===== src/rtl/snpu_policy_deck_if.sv =====
// Command/response bundle between the SNPU command decoder and the policy-deck engine.
// CW must equal $clog2(NCARDS+1) of the attached deck.
interface snpu_policy_deck_if #(
   parameter int IW = 2,
   parameter int CW = 5
);
   logic            op_valid;
   logic            op_ready;
   logic [2:0]      op_code;
   logic [IW-1:0]   op_idx;
   logic            ent_in;
   logic            resp_valid;
   logic            resp_err;
   logic [2*CW-1:0] resp_data;
   logic            busy;

   modport master (
      output op_valid, op_code, op_idx, ent_in,
      input  op_ready, resp_valid, resp_err, resp_data, busy
   );

   modport slave (
      input  op_valid, op_code, op_idx, ent_in,
      output op_ready, resp_valid, resp_err, resp_data, busy
   );
endinterface


===== src/rtl/snpu_policy_deck.sv =====
// Policy-deck engine: STACK/DISCARD/BOARD card deck with an LFSR-driven Fisher-Yates shuffle.
// Optional macro SNPU_DECK_ENTROPY_EN mixes bus.ent_in into the LFSR feedback.
module snpu_policy_deck #(
   parameter int          NCARDS = 17,
   parameter int          NONES  = 11,
   parameter int          IW     = 2,
   parameter logic [15:0] SEED   = 16'hACE1,
   localparam int         CW     = $clog2(NCARDS + 1)
) (
   input logic               clk,
   input logic               rst_n,
   snpu_policy_deck_if.slave bus
);

   typedef enum logic [1:0] {IDLE, SHUF, DONE} state_t;
   typedef enum logic [2:0] {
      OP_STATUS, OP_RESET, OP_SHUFFLE, OP_PEEK,
      OP_DISCARD, OP_PLAY, OP_BOARD, OP_RSVD
   } op_t;

   localparam logic [NCARDS-1:0] INIT_DECK = (NCARDS'(1) << NONES) - NCARDS'(1);
   localparam logic [CW-1:0]     FULL      = CW'(NCARDS);

   state_t            state, state_nx;
   logic [NCARDS-1:0] cards, cards_nx;
   logic [CW-1:0]     n_stack, n_discard, ns_nx, nd_nx;
   logic [CW-1:0]     shuf_i, shuf_i_nx;
   logic [CW-1:0]     total, idx, pos, top, j, ones, zeros;
   logic [15:0]       lfsr;
   logic              fb, accept, idx_bad;
   logic              rv_q, rv_nx, err_q, err_nx;
   logic [2*CW-1:0]   data_q, data_nx;
   op_t               op;

   assign op      = op_t'(bus.op_code);
   assign total   = n_stack + n_discard;
   assign idx     = CW'(bus.op_idx);
   assign idx_bad = idx >= n_stack;
   assign accept  = bus.op_valid && (state == IDLE);
   assign pos     = n_stack - CW'(1) - idx;
   assign top     = (op == OP_PLAY) ? total - CW'(1) : n_stack - CW'(1);
   assign j       = lfsr[CW-1:0];

`ifdef SNPU_DECK_ENTROPY_EN
   assign fb = lfsr[0] ^ lfsr[2] ^ lfsr[3] ^ lfsr[5] ^ bus.ent_in;
`else
   logic unused_ent;
   assign unused_ent = bus.ent_in;
   assign fb = lfsr[0] ^ lfsr[2] ^ lfsr[3] ^ lfsr[5];
`endif

   always_comb begin
      ones  = '0;
      zeros = '0;
      for (int k = 0; k < NCARDS; k++) begin
         if (CW'(k) >= total) begin
            if (cards[k]) ones = ones + CW'(1);
            else          zeros = zeros + CW'(1);
         end
      end
   end

   // Deck update: one command in IDLE, or one Fisher-Yates step per accepted draw in SHUF.
   always_comb begin
      cards_nx  = cards;
      ns_nx     = n_stack;
      nd_nx     = n_discard;
      shuf_i_nx = shuf_i;
      rv_nx     = 1'b0;
      err_nx    = err_q;
      data_nx   = data_q;
      if (accept && op != OP_SHUFFLE) begin
         rv_nx   = 1'b1;
         err_nx  = 1'b0;
         data_nx = '0;
         case (op)
            OP_STATUS: data_nx = {n_stack, n_discard};
            OP_RESET: begin
               cards_nx = INIT_DECK;
               ns_nx    = FULL;
               nd_nx    = '0;
            end
            OP_PEEK, OP_DISCARD, OP_PLAY: begin
               if (idx_bad) begin
                  err_nx = 1'b1;
               end else begin
                  data_nx = {{(2*CW-1){1'b0}}, cards[pos]};
                  if (op != OP_PEEK) begin
                     for (int k = 0; k < NCARDS - 1; k++) begin
                        if (CW'(k) >= pos && CW'(k) < top) cards_nx[k] = cards[k+1];
                     end
                     cards_nx[top] = cards[pos];
                     ns_nx         = n_stack - CW'(1);
                     if (op == OP_DISCARD) nd_nx = n_discard + CW'(1);
                  end
               end
            end
            OP_BOARD: data_nx = {ones, zeros};
            default:  err_nx = 1'b1;
         endcase
      end else if (accept) begin
         ns_nx     = total;
         nd_nx     = '0;
         shuf_i_nx = total - CW'(1);
      end else if (state == SHUF && shuf_i != '0 && j <= shuf_i) begin
         cards_nx[shuf_i] = cards[j];
         cards_nx[j]      = cards[shuf_i];
         shuf_i_nx        = shuf_i - CW'(1);
      end
   end

   always_ff @(posedge clk or negedge rst_n) begin
      if (!rst_n) begin
         cards     <= INIT_DECK;
         n_stack   <= FULL;
         n_discard <= '0;
         shuf_i    <= '0;
         lfsr      <= SEED;
         rv_q      <= 1'b0;
         err_q     <= 1'b0;
         data_q    <= '0;
      end else begin
         cards     <= cards_nx;
         n_stack   <= ns_nx;
         n_discard <= nd_nx;
         shuf_i    <= shuf_i_nx;
         lfsr      <= {fb, lfsr[15:1]};
         rv_q      <= rv_nx;
         err_q     <= err_nx;
         data_q    <= data_nx;
      end
   end

   always_ff @(posedge clk or negedge rst_n) begin
      if (!rst_n) state <= IDLE;
      else        state <= state_nx;
   end

   always_comb begin
      state_nx = state;
      case (state)
         IDLE: if (accept && op == OP_SHUFFLE) state_nx = (total <= CW'(1)) ? DONE : SHUF;
         SHUF: if (shuf_i == '0) state_nx = DONE;
         DONE: state_nx = IDLE;
         default: state_nx = IDLE;
      endcase
   end

   // DONE reports the merged counters directly; otherwise the registered response is shown.
   always_comb begin
      bus.op_ready   = (state == IDLE);
      bus.busy       = (state != IDLE);
      bus.resp_valid = rv_q;
      bus.resp_err   = err_q;
      bus.resp_data  = data_q;
      if (state == DONE) begin
         bus.resp_valid = 1'b1;
         bus.resp_err   = 1'b0;
         bus.resp_data  = {n_stack, n_discard};
      end
   end

endmodule


===== src/flat_wrapper.sv =====
// flat-port wrapper written by rule: the top's interface ports become plain ports
module snpu_policy_deck_flat 
#(
   parameter int          NCARDS = 17,
   parameter int          NONES  = 11,
   parameter int          IW     = 2,
   parameter logic [15:0] SEED   = 16'hACE1,
   localparam int         CW     = $clog2(NCARDS + 1)
)
  (clk, rst_n, bus_op_valid, bus_op_code, bus_op_idx, bus_ent_in, bus_op_ready, bus_resp_valid, bus_resp_err, bus_resp_data, bus_busy);
  snpu_policy_deck_if #(.IW(IW), .CW(($clog2(NCARDS + 1)))) bus_i ();
  input logic clk;
  input logic rst_n;
  input wire logic [$bits(bus_i.op_valid)-1:0] bus_op_valid;
  input wire logic [$bits(bus_i.op_code)-1:0] bus_op_code;
  input wire logic [$bits(bus_i.op_idx)-1:0] bus_op_idx;
  input wire logic [$bits(bus_i.ent_in)-1:0] bus_ent_in;
  output wire logic [$bits(bus_i.op_ready)-1:0] bus_op_ready;
  output wire logic [$bits(bus_i.resp_valid)-1:0] bus_resp_valid;
  output wire logic [$bits(bus_i.resp_err)-1:0] bus_resp_err;
  output wire logic [$bits(bus_i.resp_data)-1:0] bus_resp_data;
  output wire logic [$bits(bus_i.busy)-1:0] bus_busy;
  assign bus_i.op_valid = bus_op_valid;
  assign bus_i.op_code = bus_op_code;
  assign bus_i.op_idx = bus_op_idx;
  assign bus_i.ent_in = bus_ent_in;
  assign bus_op_ready = bus_i.op_ready;
  assign bus_resp_valid = bus_i.resp_valid;
  assign bus_resp_err = bus_i.resp_err;
  assign bus_resp_data = bus_i.resp_data;
  assign bus_busy = bus_i.busy;
  snpu_policy_deck #(.NCARDS(NCARDS), .NONES(NONES), .IW(IW), .SEED(SEED)) u_core (.clk(clk), .rst_n(rst_n), .bus(bus_i));
endmodule

===== config.mk =====
export PLATFORM = sky130hd
export DESIGN_NAME = snpu_policy_deck_flat
export DESIGN_NICKNAME = d
export VERILOG_FILES = /design/src/rtl/snpu_policy_deck_if.sv /design/src/rtl/snpu_policy_deck.sv /design/src/flat_wrapper.sv
export SDC_FILE = /design/constraint.sdc
export NUM_CORES = 1
export LEC_CHECK = 0
export CAP_MARGIN = 25
export CORE_MARGIN = 4
export CORE_UTILIZATION = 45
export CTS_BUF_LIST = sky130_fd_sc_hd__clkbuf_16
export CTS_CLUSTER_SIZE = 12
export DETAILED_ROUTE_END_ITERATION = 6
export DONT_BUFFER_PORTS = 1
export GPL_ROUTABILITY_DRIVEN = 0
export PLACE_DENSITY = 0.65
export SLEW_MARGIN = 20
export SYNTH_ARGS = -nofsm -noshare
export SYNTH_HDL_FRONTEND = slang
export SYNTH_SLANG_ARGS = --single-unit
export TNS_END_PERCENT = 50

===== constraint.sdc =====
create_clock -name clk -period 15.7 [get_ports clk]
set_input_delay 3.14 -clock clk [delete_from_list [all_inputs] [get_ports clk]]
set_output_delay 3.14 -clock clk [all_outputs]
set_load 0.02 [all_outputs]

Word level (Yosys, flattened, before mapping)
Index checks and enable logic that the tools add are counted. W data, S select, Z words.

Bits in read-only memories: 0. Logic and storage cells: 361. Memories kept: 0. Bits of input ports: 9. RAM bits: 0. Latch bits: 0. Flip-flop bits (word level): 62.

$lt $le $gt $ge: 59. Div/mod/pow operators: 0. Bitwise operators: 4. Muxes and demuxes: 195. Add/subtract/negate cells: 38. Reduce and logical (&&, ||, !) cells: 39. Eq/ne operators: 17. Multiply operators: 0. Shift-type cells: 0.

Operators with widths (count): $mux W5 (76); $add A5 B1 Y5 const B (31); $mux W1 (95); $mux W17 (5); $ge A4 B5 Y1 const A (16); $bwmux W17 (3); $ge A3 B5 Y1 const A (8); $lt A4 B5 Y1 const A (8); $pmux W17 S2 (1); $pmux W10 S3 (1); $logic_and A1 B1 Y1 (24); $lt A5 B6 Y1 const B (4); $ge A1 B5 Y1 const A (4); $ge A2 B5 Y1 const A (4); $lt A3 B5 Y1 const A (4); $pmux W5 S2 (2); $bmux W1 S5 (3); $demux W1 S5 (3); $ge A5 B1 Y1 const B (3); $sub A5 B1 Y5 const B (3); $ne A3 B3 Y1 const B (4); $lt A1 B5 Y1 const A (2); $lt A2 B5 Y1 const A (2); $mux W10 (1); other kinds (29) (45).

Depth between registers and ports, before layout
Gate-level depths: netlist (run 1).

Depth in word-level cells: 52. Mapped depth: 64. Gate-level depth less buffers: 64.

Worst setup path after synthesis (run 1)
OpenSTA, ideal clock, no wires.

Path kind: reg-to-reg. Start: register u_core.n_stack[0]. End: register u_core.data_q[4]. Setup slack: 3.423 ns. Data arrival time: 12.150 ns. Setup time: 0.127 ns. Path buffers: 3. Cell stages (with the launch flop): 65. Path through: dfstp_2 ha_1 inv_1 fa_1 xor2_1 clkbuf_1 buf_1 buf_2 nand2_1 nor3_1 ha_1 o21a_4 nor2_8 nor2_1 ha_1 inv_1 or3_1 nand2_1 [... 29 more ...] o22ai_1 a21oi_1 inv_1 ha_1 mux2i_1 inv_1 ha_1 inv_1 a221oi_1 ha_1 mux2_2 ha_1 nand2_1 nor3b_1 mux2_4 nor2_1 xnor2_1 o21ai_1.

Longest elaborated chain between the ends: 52. Elaborated cells between the ends (all ways): 68. Classes of those cells: 17 x add/sub; 17 x order compare; 34 x mux.

Ends and longest elaborated chain: from (decl) (RTL line snpu_policy_deck.sv:26) `logic [CW-1:0] n_stack, n_discard, ns_nx, nd_nx;`; from (signal assigned) (RTL line snpu_policy_deck.sv:124) `n_stack <= ns_nx;`; $add A5 B5 Y5 (*) (RTL line snpu_policy_deck.sv:36) `assign total = n_stack + n_discard;`; $ge A1 B5 Y1 (RTL line snpu_policy_deck.sv:56) `if (CW'(k) >= total) begin`; $mux W1 (RTL line snpu_policy_deck.sv:56); $add A1 B1 Y2 (RTL line snpu_policy_deck.sv:58) `else zeros = zeros + CW'(1);`; $mux W5 (RTL line snpu_policy_deck.sv:57) `if (cards[k]) ones = ones + CW'(1);`; $mux W5 (RTL line snpu_policy_deck.sv:56); $add A5 B1 Y5 (RTL line snpu_policy_deck.sv:58); $mux W5 (RTL line snpu_policy_deck.sv:57); [... 36 more ...]; $mux W5 (RTL line snpu_policy_deck.sv:56); $add A5 B1 Y5 (RTL line snpu_policy_deck.sv:58); $mux W5 (RTL line snpu_policy_deck.sv:57); $mux W5 (RTL line snpu_policy_deck.sv:56); $add A5 B1 Y5 (RTL line snpu_policy_deck.sv:58); $mux W5 (RTL line snpu_policy_deck.sv:57); $mux W5 (*) (RTL line snpu_policy_deck.sv:56); $pmux W10 S3 (*) (RTL line snpu_policy_deck.sv:76) `case (op)`; to (signal assigned) (RTL line snpu_policy_deck.sv:130) `data_q <= data_nx;`; to (decl) (RTL line snpu_policy_deck.sv:32) `logic [2*CW-1:0] data_q, data_nx;`.

Every way passes the cells marked *; elsewhere a longest branch is shown, timed or not. A chain may end at the register's enable or synchronous reset.

Final worst setup path (run 1)
Ends and elaborated chain as after synthesis.

==> impl_metrics.json, run 1 <==
{
  "status": "finished with violations",
  "failed_checks": "DRC",
  "avgSynthCellArea_um2": 7.243,
  "slew_headroom_pct": 32.12,
  "max_clock_freq_mhz": 72.49,
  "endpoint_kind": "flop",
  "ctsHoldBuffers": 0,
  "synth_nets": 1439,
  "worstPathArrival_ps": 14020,
  "start_kind": "flop",
  "drive_gt1_share_pct": 7.831,
  "global_route.overflow_total": 0,
  "synth.most_common_cell": "nand2_1",
  "htree_levels": 3,
  "io_pins": 23,
  "antenna_found_initial": 1,
  "post-route-min-period_ps": 13790,
  "fin_setup_tns_ps": 0,
  "critPathTopFamily": "adder cells",
  "wl_met1_um": 14260,
  "slowest_delay_ps": 620,
  "synth_top_area_share_pct": 10.31,
  "synth.area.top_cells": "dfrtp_1 10%, nand2_1 7.4%, ha_1 6.8%",
  "drv_cap": 0,
  "cts_setup_buffers": 0,
  "path_buf_inv": 6,
  "syn_inst": 1374,
  "grt_pass1_wl_um": 52020,
  "clk_latency_ps": 350,
  "hold_class": "reg2reg",
  "slowest_stage": "dfstp_2",
  "synth_edf_count": 0,
  "antenna_cells": 0,
  "port_buffers": 0,
  "cts_buffers": 9,
  "area_growth_pct": 5.230,
  "fin_crit_sh_pct": 87.87,
  "setup_viol": 0,
  "dieArea_um2": 24560,
  "worst_pin_slew_ps": 1010,
  "syn_area_um2": 9952,
  "synth.yosys.seq_area_share_pct": 15.85,
  "wl_per_cell_um": 19.73,
  "coreArea_um2": 21760,
  "async_reset_ff_share_pct": 100.0,
  "grt_start_max_net_pins": 63,
  "fp.dieW_um": 156.7,
  "wl_met3_um": 2365,
  "final_nets": 1388,
  "floorplan.initialDensity_pct": 45.74,
  "ant_nets": 0,
  "skew_ps": 11.93,
  "grt_pass1_vias": 9832,
  "first_pass_iters": 7,
  "grt_usage_pct": 25.74,
  "first_iter_violations": 1355,
  "rows": 54,
  "via_per_inst": 6.530,
  "fin_util_pct": 48.14,
  "cts_max_path_buffers": 2,
  "cts_tree": "built",
  "wl_um": 31720,
  "synth_area_leader_cell": "dfrtp_1",
  "place_hpwl_um": 23580,
  "hold_violations": 0,
  "rsz0062_at_grt": "false",
  "dieHeight_um": 156.7,
  "synthTopCellsByCount": "196 x nand2_1, 136 x nor2_1, 88 x o21ai_0",
  "routed.top_layer": "met5",
  "synth_ff_type": "dfrtp_1",
  "wl_met2_um": 14240,
  "ys_ff_latch": 62,
  "crit_path_frequent_cell": "ha_1",
  "clock-sinks": 62,
  "worstPathRequired_ps": 15930,
  "ys_warn_count": 0,
  "synth_cell_types": 93,
  "cts-root-buf": "clkbuf_16",
  "post-route-cell-area_um2": 10470,
  "cts_resized": 0,
  "drv_slew": 0,
  "drcViolationCount": 3,
  "dpl_cell_area_um2": 10120,
  "cp_max_fo": 13,
  "clkTransAtPathRegs_ps": 60,
  "worstSetupPathType": "reg2reg",
  "dr_total_vias": 10500
}
area by class of cell:
| cell class | instances | area (µm²) |
|---|---|---|
| Fill cell | 2145 | 11280 |
| Multi-Input combinational cell | 1199 | 7948 |
| Sequential cell | 62 | 1578 |
| Tap cell | 280 | 350.3 |
| Clock buffer | 9 | 225.2 |
| Inverter | 37 | 138.9 |
| Clock inverter | 7 | 127.6 |
| Timing Repair Buffer | 14 | 105.1 |
flip-flops by register name, indices dropped and copies added, names as in the netlist:
signal	cells
u_core.n_discard	5
u_core.data_q	10
u_core.err_q	1
u_core.shuf_i	5
u_core.cards	17
u_core.state	2
u_core.rv_q	1
u_core.n_stack	5
u_core.lfsr	16
cell usage in the layout, fill, tap and decap left out, types with 21 or more instances in the layout:
master   count
a21oi_1     78
a31oi_1     30
and2_1      23
dfrtp_1     41
dfstp_2     21
ha_1        54
inv_1       37
nand2_1    196
nand3_1     56
nor2_1     136
nor3_1      48
o21ai_0     88
xnor2_1     74
xor2_1      38
routing by layer:
layer	vias up	global-route usage, %
li1	4962	-
met2	467	41.91
met5	-	0
met1	4995	35.73
met3	75	3.816
met4	2	6.942
worst paths after layout:
check                                   from                end  slack [ps]  cells past startpoint
min in group asynchronous              rst_n   u_core.shuf_i[3]        2480                      0
setup / recovery           u_core.n_stack[0]   u_core.data_q[4]        1910                     65
hold / removal                u_core.lfsr[8]     u_core.lfsr[7]         350                      0
max in group asynchronous              rst_n  u_core.n_stack[4]       13020                      0
hold reg to reg               u_core.lfsr[8]     u_core.lfsr[7]         350                      0
setup reg to reg           u_core.n_stack[0]   u_core.data_q[4]        1910                     65
through the flow:
stage / cells / worst slack, ps / hold WS [ps]
after floorplan: 1374 / 3423 / 331.2
after global placement: 1592 / 2287 / 334.9
after detailed placement: 1592 / 2125 / 338.8
after CTS: 1608 / 2040 / 357.2
after global routing: 1608 / 933.8 / 363.5
final: 1608 / 1905 / 353.1
cell families (layout without fill, tap and decap cells):
logic type      Yosys count  after routing  synth area share, %
compound gates          395            395                26.65
mux                      38             38                5.205
fa+ha+maj                56             56                7.191
simple gates            582            582                27.82
xor+xnor                128            128                12.84
buf+inv                 113             67                4.438
flops                    62             62                15.85
Power of run 1 is left out: the tool's default activity adds up to more than one toggle a clock period on the data nets, which glitch-free logic cannot reach.
==> run 2: changes to the inputs <==
Settings changed: CORE_ASPECT_RATIO set to 0.5.
==> run 2 against run 1 <==
Net effect:
- the run now ends clean
- maximum frequency is 1.5% lower
- first-iteration DRC count fell by 19%
- setup slack worse by 200 ps
- clock-buffer cell count unchanged
- critical endpoint unchanged
- highest routed layer is now met4
==> impl_metrics.json, run 2 (same netlist as run 1, synthesis figures left out) <==
{
  "fp.dieW_um": 218.3,
  "wl_per_cell_um": 19.78,
  "rsz0062_at_grt": "false",
  "global_route.overflow_total": 0,
  "area_growth_pct": 4.602,
  "via_per_inst": 6.493,
  "drv_cap": 0,
  "reg_top3": "u_core.cards x17, u_core.lfsr x16, u_core.data_q x10",
  "coreArea_um2": 21680,
  "wl_met3_um": 2737,
  "start_kind": "flop",
  "dieArea_um2": 24700,
  "skew_ps": 12.11,
  "slowest_delay_ps": 840,
  "routed.top_layer": "met4",
  "post-route-min-period_ps": 14000,
  "grt_pass1_wl_um": 52490,
  "cts_buffers": 9,
  "endpoint_kind": "flop",
  "cp_max_fo": 15,
  "antenna_found_initial": 0,
  "setup_viol": 0,
  "cts_setup_buffers": 0,
  "wl_met1_um": 14470,
  "worst_pin_slew_ps": 1091,
  "largest_reg_flops": 17,
  "status": "complete, no violations",
  "slowest_stage": "fa_1",
  "grt_usage_pct": 25.72,
  "reg2reg_depth": 61,
  "worstSetupPathType": "reg2reg",
  "worstPathArrival_ps": 14220,
  "final_cell_mix": "196 x nand2_1, 136 x nor2_1, 88 x o21ai_0",
  "final_nets": 1388,
  "cts_tree": "built",
  "reg2reg_slack_ps": 1700,
  "r2r-end": "u_core.data_q[4]",
  "r2r-start": "u_core.n_stack[0]",
  "drv_slew": 0,
  "io_pins": 23,
  "hold_end": "u_core.lfsr[8]",
  "first_pass_iters": 6,
  "ctsHoldBuffers": 0,
  "first_iter_violations": 1104,
  "crit_path_frequent_cell": "ha_1",
  "cts_max_path_buffers": 2,
  "drive_gt1_share_pct": 7.530,
  "worstPathRequired_ps": 15920,
  "antenna_cells": 0,
  "cts-root-buf": "clkbuf_16",
  "fin_setup_tns_ps": 0,
  "critPathTopFamily": "adder cells",
  "port_buffers": 0,
  "grt_pass1_vias": 10130,
  "place_hpwl_um": 24270,
  "grt_start_max_net_pins": 63,
  "clkTransAtPathRegs_ps": 60,
  "cts_resized": 0,
  "clock-sinks": 62,
  "fin_crit_sh_pct": 89.16,
  "holdCritStartpoint": "u_core.lfsr[9]",
  "max_clock_freq_mhz": 71.44,
  "final_common_cell": "nand2_1",
  "slew_headroom_pct": 26.32,
  "dieHeight_um": 113.2,
  "hold_violations": 0,
  "dr_total_vias": 10570,
  "whs_path_depth": 0,
  "top_register": "u_core.cards",
  "wl_met2_um": 14190,
  "wl_um": 32200,
  "htree_levels": 3,
  "drcViolationCount": 0,
  "floorplan.initialDensity_pct": 45.90,
  "clk_latency_ps": 340,
  "hold_class": "reg2reg",
  "path_buf_inv": 5,
  "ant_nets": 0,
  "rows": 38
}
-- run 2: worst max-delay path by stage --
| stage | slack [ps] | endpoint | depth (start not counted) | from |
|---|---|---|---|---|
| after detailed placement | 1960 | u_core.data_q[4] | 65 | u_core.n_stack[0] |
| after floorplan | 3420 | u_core.data_q[4] | 64 | u_core.n_stack[0] |
| after CTS | 1890 | u_core.data_q[4] | 65 | u_core.n_stack[0] |
| after global placement | 2240 | u_core.data_q[4] | 65 | u_core.n_stack[0] |
| after global routing | 760 | u_core.data_q[4] | 61 | u_core.n_stack[0] |
| final | 1700 | u_core.data_q[4] | 61 | u_core.n_stack[0] |
-- run 2: cell type report --
| cell class | count | area (µm²) |
|---|---|---|
| fillers | 2179 | 11270 |
| multi-input cells | 1199 | 7948 |
| flip-flops and latches | 62 | 1578 |
| well taps | 300 | 375.4 |
| clock buffers | 9 | 225.2 |
| inverters | 37 | 138.9 |
| repair buffers | 14 | 110.1 |
| clock inverters | 7 | 35.03 |
-- run 2: worst register-to-register path, delay by kind of cell, from the launching register on --
| kind | cells | cell delay (ps) |
|---|---|---|
| adder cells (fa/ha/maj) | 14 | 4710 |
| AND/OR/NAND/NOR | 19 | 3410 |
| AO/OA/AOI/OAI | 16 | 3070 |
| multiplexers | 4 | 970 |
| XOR/XNOR | 3 | 720 |
| flip-flops | 1 | 620 |
| buffers and inverters | 5 | 370 |
-- run 2: metrics by stage --
step                setup WS, ps  utilization (%)  cell area, µm²  cells  hold WS (ps)
floorplan                   3423                -            9952   1374         331.2
global placement            2236            46.72           10130   1610         349.2
detailed placement          1956            46.79           10140   1611         341.8
CTS                         1885            47.99           10410   1627         358.4
global route               763.4            48.01           10410   1628         363.3
finish                      1702            48.01           10410   1628         354.3
-- run 2: metal layers --
layer  vias up  GRT usage [%]
li1       4954              -
met1      5020          35.63
met2       495          41.06
met3       101          4.937
met4         0          7.488
met5         -              0
Power of run 2 is left out for the same reason.
==> RTL change 1 (settings of run 1) <==
Make the reset (`rst_n`) synchronous in 2 clocked blocks.
--- a/src/rtl/snpu_policy_deck.sv
+++ b/src/rtl/snpu_policy_deck.sv
@@ -111,3 +111,3 @@
 
-   always_ff @(posedge clk or negedge rst_n) begin
+   always_ff @(posedge clk) begin
       if (!rst_n) begin
@@ -133,3 +133,3 @@
 
-   always_ff @(posedge clk or negedge rst_n) begin
+   always_ff @(posedge clk) begin
       if (!rst_n) state <= IDLE;
Check against the original RTL: differs if rst_n is asserted again (counterexample within 4 cycles, from zero or initial values and one cycle with rst_n low); with rst_n held inactive, the same outputs for 4 cycles.
==> RTL change 1 against run 1 <==
Worst setup slack got worse by 63 ps. Sequential cell count unchanged. Core utilization fell by 0.51 points. Die area fell by 0.27%. Hold slack improved by 62 ps. Wire length is 4.5% lower. Synthesized cell count grew 0.95%. First-iteration DRC count is 21% lower. Cell area decreased by 1.1%. Synthesized area shrank 0.28%. Critical endpoint is now u_core.data_q[7]$_SDFFE_PN0P_.
Power is left out: it rests on default switching activity, and per cell area and clock period it moved more than threefold.
==> RTL change 1: results (changes against run 1) <==
* Total CTS buffers at 9 (unchanged)
* Syn Nets at 1,452 (was 1,439)
* First-pass GRT wire length at 49,300 um (was 52,000 um)
* Slowest stage cell on the critical path: fa_1 (was dfstp_2)
* PortBufs at 0 (unchanged)
* Worst-path clk slew at 60 ps (about the same)
* Total Wirelength at 30,300 um (was 31,700 um)
* Hpwl dp at 22,900 um (was 23,600 um)
* Area after DPL at 10,100 um^2 (about the same)
* Post-synthesis xor/xnor area fraction at 13.6% (was 12.8%)
* Cts repair resizes at 0 (unchanged)
* Antenna cells at 0 (unchanged)
* Ys async rst share at 0% (was 100%)
* Status: completed (was complete, but fails checks)
* Drt pass-1 iters at 6 (was 7)
* Register area share after synthesis at 12.5% (was 15.9%)
* Crit-path max FO at 14 (was 13)
* Netlist cell types at 93 (unchanged)
* Skew-Pair Late Insertion Delay at 340 ps
* Longest Clk Path Bufs at 2 (unchanged)
* Worst-Margin Slew at 1050 ps (was 1010 ps)
* Post-synthesis adder-cell area fraction at 7.31% (was 7.19%)
* Top cells by area, synth: dfxtp_1 (13%), nand2_1 (7.0%), ha_1 (6.8%) (was dfrtp_1 (10%), nand2_1 (7.4%), ha_1 (6.8%))
* Share of cells above drive strength 1 at 6.80% (was 7.83%)
* Vias in the first global route at 9,687 (was 9,832)
* Htree depth at 3 (unchanged)
* Top flop regs: u_core.cards x17, u_core.lfsr x16, u_core.data_q x10 (unchanged)
* Via Count at 10,400 (was 10,500)
* # nets final at 1,398 (was 1,388)
* Worst EP arrival at 14,130 ps (was 14,020 ps)
* Compound-Gate Fraction of Synth Area at 25.5% (was 26.7%)
* Initial antenna violation count at 1 (unchanged)
* Most frequent cells after synthesis: nand2_1 (185), nor2_1 (120), xnor2_1 (77) (was nand2_1 (196), nor2_1 (136), o21ai_0 (88))
* Hold Crit Class: flop to flop (unchanged)
* Gr usage total at 24.3% (was 25.7%)
* 1st-iter DRT viols at 1,066 (was 1,355)
* Fill cells at 2,264 (was 2,145)
* Root Buffer: clkbuf_16 (unchanged)
* Post-CTS setup buffers at 0 (unchanged)
* Final setup skew at 5.90 ps (was 11.9 ps)
* Largest net degree at the start of global routing at 61 (was 63)
* CP max stage delay at 860 ps (was 620 ps)
* Area share of the largest cell type after synthesis at 12.5% (was 10.3%)
* Synth warn at 0 (unchanged)
* Mux share of post-synthesis cell area at 5.81% (was 5.20%)
RTL change 1: cell types whose count changed after synthesis, moves of 13 or more:
| cell | delta |
|---|---|
| nor2b_1 | +17 |
| o21ai_0 | -17 |
| nand3_1 | +19 |
| nor2_1 | -16 |
| dfstp_2 | -21 |
| dfrtp_1 | -41 |
| nor3_1 | -13 |
| dfxtp_1 | +62 |
RTL change 1: area by class of cell:
class	instances	area (um^2)	share of cell area, %
multi-input cells	1205	8210	79.3
flip-flops and latches	62	1240	12.0
well taps	280	350	3.38
clock buffers	9	225	2.17
inverters	39	146	1.41
repair buffers	16	120	1.16
clock inverters	7	65.1	0.628
RTL change 1: logic make-up (layout without fill, tap and decap cells):
logic type | count (synthesis) | in the layout
and+or+nand+nor | 612 | 612
buffers and inverters | 120 | 71
AOI/OAI and AO/OA | 367 | 367
adders and majority gates | 57 | 57
muxes | 40 | 40
DFF | 62 | 62
xor gates and xnor gates | 129 | 129
RTL change 1: worst paths after layout:
kind	startpoint	slack, ps	endpoint	cells past startpoint
hold / removal	u_core.lfsr[8]$_SDFF_PN0_	410	u_core.lfsr[7]$_SDFF_PN1_	1
setup / recovery	u_core.n_stack[0]$_SDFFE_PN1P_	1840	u_core.data_q[7]$_SDFFE_PN0P_	59
hold reg to reg	u_core.lfsr[8]$_SDFF_PN0_	410	u_core.lfsr[7]$_SDFF_PN1_	1
setup reg to reg	u_core.n_stack[0]$_SDFFE_PN1P_	1840	u_core.data_q[7]$_SDFFE_PN0P_	59
RTL change 1: worst max-delay path: cells and delay by family (launching register included):
| family | cells | cell delay (ps) |
|---|---|---|
| mux | 2 | 440 |
| xor+xnor | 6 | 1190 |
| compound gates | 16 | 3140 |
| fa+ha+maj | 12 | 4150 |
| flops | 1 | 530 |
| buf+inv | 2 | 220 |
| simple gates | 21 | 4100 |
RTL change 1: metal layers:
metal	share of wire [%]	wire length [um]	track usage, %	up-vias
met5	0.046	14	0	-
met2	46	14000	40.0	397
met1	44	13300	33.0	4878
li1	-	-	-	4998
met4	3.2	975	8.88	2
met3	6.6	2000	2.68	79
RTL change 1: per-stage QoR:
step	hold WS, ps	cells	utilization (%)	setup WS [ps]
after CTS	418	1616	47.5	2060
after detailed placement	404	1600	46.2	2090
final	415	1618	47.6	1840
after global routing	428	1618	47.6	711
after floorplan	386	1387	-	3830
after global placement	390	1600	46.2	2300
==> RTL change 2 (config.mk and constraints of run 1) <==
Without the edit above. Build with the macro `SNPU_DECK_ENTROPY_EN` defined.
--- a/src/rtl/snpu_policy_deck.sv
+++ b/src/rtl/snpu_policy_deck.sv
@@ -2,2 +2,4 @@
 // Optional macro SNPU_DECK_ENTROPY_EN mixes bus.ent_in into the LFSR feedback.
+`define SNPU_DECK_ENTROPY_EN
+
 module snpu_policy_deck #(
Formal check against the unedited RTL: same outputs for any inputs over 4 cycles, from zero or initial values and one cycle with rst_n low; that may be too few to reach the edited logic, so the function may still have changed.
==> RTL change 2 against run 1 <==
Worst setup slack improved by 800 ps. Count of clock-buffer cells in the layout did not move. Synthesized area fell by 0.89%. Wire length fell by 3.4%. Cell area is 1.2% lower. Cell count fell by 2.4%. Global-route usage fell by 0.55 points. Die area decreased by 0.85%. Sequential cell count unchanged. Maximum frequency rose by 6.1%.
Power is left out: the tool's default activity adds up to more than one toggle a clock period on the data nets, which glitch-free logic cannot reach.
==> RTL change 2: results (changes against run 1) <==
* Mux share of post-synthesis cell area at 6.08% (was 5.20%)
* Initial antenna violation count at 0 (was 1)
* Most frequent cells after synthesis: nand2_1 (165), nor2_1 (114), o21ai_0 (97) (was nand2_1 (196), nor2_1 (136), o21ai_0 (88))
* # nets final at 1,355 (was 1,388)
* Htree depth at 3 (unchanged)
* Startpoint class of the critical path: flop (unchanged)
* Longest Clk Path Bufs at 2 (unchanged)
* Worst Hold Depth at 0 (unchanged)
* Vias in the first global route at 9,567 (was 9,832)
* Hpwl dp at 23,200 um (was 23,600 um)
* Critical Path End: u_core.data_q[4]$_DFFE_PN0P_ (unchanged)
* Antenna cells at 0 (unchanged)
* Top cells by area, synth: dfrtp_1 (10%), ha_1 (6.9%), xnor2_1 (6.4%) (was dfrtp_1 (10%), nand2_1 (7.4%), ha_1 (6.8%))
* Total Wirelength at 30,600 um (was 31,700 um)
* Top flop regs: u_core.cards x17, u_core.lfsr x16, u_core.data_q x10 (unchanged)
* Drt pass-1 iters at 5 (was 7)
* Gate Count Post-Synth at 1,342 (was 1,374)
* Status: completed (was complete, but fails checks)
* Prevailing post-synth register cell: dfrtp_1 (unchanged)
* Ys async rst share at 100% (unchanged)
* Netlist cell types at 96 (was 93)
* Root Buffer: clkbuf_16 (unchanged)
* Final setup skew at 9.21 ps (was 11.9 ps)
* Compound-Gate Fraction of Synth Area at 25.8% (was 26.7%)
* Cts repair resizes at 0 (unchanged)
* 1st-iter DRT viols at 1,004 (was 1,355)
* Relative slew slack at 26.3% (was 32.1%)
* Register area share after synthesis at 16.0% (was 15.9%)
* Largest net degree at the start of global routing at 63 (unchanged)
* Total CTS buffers at 9 (unchanged)
* Worst-path clk slew at 60 ps (about the same)
* Fin cells at 1,570 (was 1,608)
* Share of cells above drive strength 1 at 8.88% (was 7.83%)
* Post-synthesis adder-cell area fraction at 7.46% (was 7.19%)
* Skew-Pair Late Insertion Delay at 350 ps (about the same)
* CP max stage delay at 790 ps (was 620 ps)
* Setup slack, reg-to-reg at 2700 ps (was 1910 ps)
* Via Count at 10,100 (was 10,500)
* First-pass GRT wire length at 50,600 um (was 52,000 um)
* Slowest stage cell on the critical path: fa_1 (was dfstp_2)
* FF-to-FF path depth at 55 (was 65)
* Post-CTS setup buffers at 0 (unchanged)
* Worst r2r src: u_core.n_stack[0]$_DFFE_PN1P_ (unchanged)
* Crit-path max FO at 14 (was 13)
* Fill cells at 2,092 (was 2,145)
* Synth warn at 0 (unchanged)
* Gr usage total at 25.2% (was 25.7%)
* PortBufs at 0 (unchanged)
* Hold Crit Class: flop to flop (unchanged)
* Post-synthesis xor/xnor area fraction at 12.8% (about the same)
-- RTL change 2: how the worst min path moves through the flow --
stage	from	slack [ps]	end
2_1_floorplan	u_core.lfsr[9]$_DFF_PN0_	330	u_core.lfsr[8]$_DFF_PN0_
3_3_place_gp	u_core.lfsr[9]$_DFF_PN0_	330	u_core.lfsr[8]$_DFF_PN0_
3_5_place_dp	u_core.lfsr[12]$_DFF_PN0_	340	u_core.lfsr[11]$_DFF_PN1_
4_1_cts	u_core.lfsr[12]$_DFF_PN0_	360	u_core.lfsr[11]$_DFF_PN1_
5_1_grt	u_core.lfsr[7]$_DFF_PN1_	360	u_core.lfsr[6]$_DFF_PN1_
6_report	u_core.lfsr[12]$_DFF_PN0_	350	u_core.lfsr[11]$_DFF_PN1_
-- RTL change 2: per-layer routing --
metal	part of all wire [%]	routed length (um)	global-route usage, %	vias up
met5	0	0	0	-
met4	3.6	1110	9.34	0
met3	6.6	2030	2.66	78
met2	46	14000	40.4	417
met1	44	13400	35.1	4769
li1	-	-	-	4866
-- RTL change 2: per-stage QoR --
stage	utilization, %	area, um^2	setup slack (ps)
3_5_place_dp	47.1	10000	2860
5_1_grt	48.6	10400	1630
3_3_place_gp	47.1	10000	3140
4_1_cts	48.6	10300	2780
6_report	48.6	10400	2700
2_1_floorplan	-	9860	4100
-- RTL change 2: cell families (layout without fill, tap and decap cells) --
group / count (synthesis) / in the layout
muxes: 42 / 42
buffers and inverters: 131 / 84
xor gates and xnor gates: 123 / 123
DFF: 62 / 62
adders and majority gates: 58 / 58
and+or+nand+nor: 536 / 536
AOI/OAI and AO/OA: 390 / 390
-- RTL change 2: worst max-delay path, delay by kind of cell (launching register included) --
kind                     cells  cell delay (ps)
XOR/XNOR                     4              880
multiplexers                 4              690
adder cells (fa/ha/maj)     14             4510
AND/OR/NAND/NOR             16             3790
buffers and inverters        6              420
AO/OA/AOI/OAI               11             1970
flip-flops                   1              610
-- RTL change 2: cell type report --
type                            instances  share of cell area, %
Multi-Input combinational cell       1149                   75.4
Sequential cell                        62                   15.2
Tap cell                              275                   3.32
Clock buffer                            9                   2.18
Inverter                               54                   1.96
Timing Repair Buffer                   14                   1.02
Clock inverter                          7                  0.858
